<file path="config.mk">
export PLATFORM = sky130hd
export DESIGN_NAME = regfile_write_decoder
export DESIGN_NICKNAME = d
export VERILOG_FILES = /design/src/rtl/regfile_pkg.sv /design/src/rtl/regfile_write_decoder_decoders.sv /design/src/rtl/regfile_write_decoder.sv
export SDC_FILE = /design/constraint.sdc
export NUM_CORES = 1
export LEC_CHECK = 0
export ABC_AREA = 1
export BUFFER_PORTS_ARGS = -buffer_cell sky130_fd_sc_hd__buf_4
export CAP_MARGIN = 20
export CELL_PAD_IN_SITES_DETAIL_PLACEMENT = 0
export CELL_PAD_IN_SITES_GLOBAL_PLACEMENT = 1
export CORE_MARGIN = 8
export CORE_UTILIZATION = 37
export DETAILED_ROUTE_END_ITERATION = 10
export PLACE_DENSITY = 0.78
export SYNTH_ARGS = -nofsm -noshare
export SYNTH_HDL_FRONTEND = slang
export SYNTH_HIERARCHICAL = 1
export SYNTH_SLANG_ARGS = --single-unit
</file>
<file path="constraint.sdc">
create_clock -name clk -period 0.8 [get_ports clk]
set_input_delay 0 -clock clk [delete_from_list [all_inputs] [get_ports clk]]
set_output_delay 0 -clock clk [all_outputs]
set_load 0.02 [all_outputs]
</file>
<file path="src/rtl/regfile_pkg.sv">
// regfile_pkg: shared sizes and types for the 32-entry register file.
//   REG_ADDR_W   - register index width (5)
//   NUM_REGS     - number of architectural registers (32)
//   ZERO_REG_IDX - index of the optional hardwired zero register (31)
//   reg_addr_t   - register index type
//   reg_onehot_t - one-hot word-line enable type
package regfile_pkg;

  localparam int unsigned REG_ADDR_W   = 5;
  localparam int unsigned NUM_REGS     = 32;
  localparam int unsigned ZERO_REG_IDX = 31;

  typedef logic [REG_ADDR_W-1:0] reg_addr_t;
  typedef logic [NUM_REGS-1:0]   reg_onehot_t;

endpackage

</file>
<file path="src/rtl/regfile_write_decoder_decoders.sv">
// Combinational one-hot decoders used to build the register-file write decoder.
//
// decoder2_4: 2-to-4 decoder with enable (bank predecoder)
//   i_en  - enable; 0 forces o_dec to all zero
//   i_sel - 2-bit select
//   o_dec - 4-bit one-hot output
//
// decoder3_8: 3-to-8 decoder with enable (per-bank word-line decode)
//   i_en  - enable; 0 forces o_dec to all zero
//   i_sel - 3-bit select
//   o_dec - 8-bit one-hot output
module decoder2_4 (
  input  logic       i_en,
  input  logic [1:0] i_sel,
  output logic [3:0] o_dec
);

  always_comb begin
    o_dec = '0;
    if (i_en) o_dec[i_sel] = 1'b1;
  end

endmodule

module decoder3_8 (
  input  logic       i_en,
  input  logic [2:0] i_sel,
  output logic [7:0] o_dec
);

  always_comb begin
    o_dec = '0;
    if (i_en) o_dec[i_sel] = 1'b1;
  end

endmodule

</file>
<file path="src/rtl/regfile_write_decoder.sv">
// regfile_write_decoder: registered 5-to-32 one-hot write-enable decoder.
//
// A 2-to-4 predecoder on addr[4:3] (gated by reg_write) enables one of four
// 3-to-8 decoders on addr[2:0]; the 32-bit result is registered so the
// register-file write enables are glitch-free and clock-aligned.
//
// Ports:
//   clk       - rising-edge clock
//   rst_n     - asynchronous active-low reset, clears wr_en
//   reg_write - write strobe; 0 forces all enables low
//   addr      - destination register index
//   wr_en     - registered one-hot write enable, bit i selects register i
//
// Build option:
//   REGFILE_ZERO_REG_EN - when defined, register 31 is a hardwired zero
//                         register and never receives a write enable.
module regfile_write_decoder
  import regfile_pkg::*;
(
  input  logic        clk,
  input  logic        rst_n,
  input  logic        reg_write,
  input  logic [4:0]  addr,
  output logic [31:0] wr_en
);

  logic [3:0]  w_sel;
  reg_onehot_t w_dec;
  reg_onehot_t w_next;
  reg_onehot_t r_wr_en;

  decoder2_4 u_predec (
    .i_en  (reg_write),
    .i_sel (addr[4:3]),
    .o_dec (w_sel)
  );

  for (genvar g = 0; g < 4; g++) begin : g_bank
    decoder3_8 u_bank (
      .i_en  (w_sel[g]),
      .i_sel (addr[2:0]),
      .o_dec (w_dec[8*g +: 8])
    );
  end

`ifdef REGFILE_ZERO_REG_EN
  always_comb begin
    w_next               = w_dec;
    w_next[ZERO_REG_IDX] = 1'b0;
  end
`else
  assign w_next = w_dec;
`endif

  always_ff @(posedge clk or negedge rst_n) begin
    if (!rst_n) r_wr_en <= '0;
    else        r_wr_en <= w_next;
  end

  assign wr_en = r_wr_en;

endmodule

</file>
==> metrics <==
status complete, but fails checks; failing checks setup timing; CTS tree built; yosys warns 6; max reg flops 32; Clock transition at path regs 0.10 ns; post-placement cell count 178; Die Ht between 70 and 80 µm; non-filler cells in the finished layout 189; post-synthesis sequential area ratio 0.7373; Comb pwr share 0.079; initial antenna violation count 0; CTS Buf Count 5; crit start category flip-flop; Critical Path Max Stage Delay about 0.40 ns; period utilization 1.080; syn nets 116; DRC violations left 0; P_sw 677.2 µW; sequential share of power 0.583; mapped cell area 0.001086 mm²; total die area about 0.0049 mm²; Max-slew headroom 0.7395; setup-violating endpoint count in the final report 32; Worst Path Arrival 0.86 ns; clk root buf clkbuf_4; Tot GR Track Use 0.1066; H-tree depth 2; maximum vdd ir drop 0.001581 V; vias in the first global route 870; Initial Util 0.3905; Synth Register Bits 32; layout cells sized above 1 0.2975; port bufs 39; max-slew violation count 0; Mapped Cells 108; slowest stage cell, crit path dfrtp_1; 1st-iter DRT viols 28; # diodes 0; PwrDens approximately 1700 mW/mm²; Slew @ Worst Pin 0.3908 ns; Final TNS setup -1.322 ns; endpoint class of the critical path output port; post-route minimum period 0.8636 ns; commonest non-fill, non-tap cell in the layout nor2_1; gr ovfl total 0; Setup Fix Bufs, Post-CTS 0; Critical Path RT around 0.8 ns; Pwr Total 2810 µW; final wirelength 2.409 mm; deepest clock path buffer count 2; clock share of power 0.338; Cell variety after synth 4; Max-Cap Viols 0; Peak Freq 1158 MHz; Buf+Inv Stages, Crit Path 1; Top Family by Delay on Critical Path flip-flops; Mean Syn Cell Area a little over 10 µm²; clk sink count 32; Die X about 70 µm; Final WS setup -0.06363 ns; area grow syn2layout 50.00%; first-pass GRT wire length between 4 and 5 mm; drt via density 4.455; most frequent cells in the layout nor2_1, buf_6, dfrtp_1, nand2_1, inv_1; num rows 19; WL per Instance 12.75 µm; core area 0.002781 mm²; cell-internal power about 2100 µW; unrepaired setup endpoints after global routing true; Nets 165; sw frac 0.2410; Crit Path Max Fanout 1; crit path cell chain buf_6; via count 842; DP Wirelength 1.730 mm; LEAKAGE approximately 0.0009 µW; routability congestion estimate between 0.7 and 0.8; Crit Path Class flip-flop to output port; Worst Hold Class input port to flip-flop; drt pass-1 iters 4; fin util 0.5857; I/O pin cnt 40; Final Hold Fails 0; largest net degree at the start of global routing 33; antenna viol nets, final 0
## synth_stat cells
master   instances  area share
dfrtp_1         32        0.74
inv_1           14       0.048
nand2_1         26       0.090
nor2_1          36        0.12
## final cells by class
class                      instances  area, µm²
tap                               31      38.79
clock buffer                       6      51.30
multi-input combinational         62      232.7
fill                             230       1152
sequential                        32      800.8
clock inverter                     2      10.01
timing repair buffer              42      442.9
inverter                          14      52.55
## cell families after synthesis
kind of cell / count (synthesis) / share of synthesized area
and+or+nand+nor: 62 / 0.2143
DFF: 32 / 0.7373
buffers and inverters: 14 / 0.04839
## stage by stage
| stage | hold WS [ns] | setup slack [ns] | area (µm²) |
|---|---|---|---|
| 6_report | 0.01975 | -0.06363 | 1629 |
| 5_1_grt | 0.01777 | -0.1143 | 1629 |
| 4_1_cts | 0.007716 | -0.08581 | 1629 |
| 3_5_place_dp | -0.04444 | 0.1281 | 1418 |
| 3_3_place_gp | -0.05756 | 0.1352 | 1418 |
| 2_1_floorplan | -0.2956 | 0.3476 | 1086 |
## power groups by stage
stage	clock network [µW]	logic [µW]	registers, µW
after floorplan	0	67.4	1690
after global placement	0	201	1670
after detailed placement	0	206	1670
after CTS	981	227	1640
after global routing	1060	253	1640
final	949	223	1640
## routing by layer
layer,vias up,track usage,part of all wire
li1,412,-,-
met1,392,0.1055,0.39
met2,31,0.1655,0.48
met3,7,0.06497,0.10
met4,0,0.06696,0.024
met5,-,0,0
## final timing paths
check                              startpoint             endpoint  slack (ns)  depth (start not counted)
max in group asynchronous               rst_n   wr_en[1]$_DFF_PN0_        0.38                          2
min                                   addr[0]  wr_en[15]$_DFF_PN0_        0.02                          3
min in group asynchronous               rst_n  wr_en[22]$_DFF_PN0_        0.14                          2
max                        wr_en[0]$_DFF_PN0_             wr_en[0]       -0.06                          1
## repair_timing
action                                  CTS  global route
hold buffers                              3             0
endpoints found under the hold margin    55             0
endpoints found under the setup margin   32            32
gates resized for setup                  32             0
pin swaps                                 0             0
No activity file was read; power rests on OpenSTA's default activity.
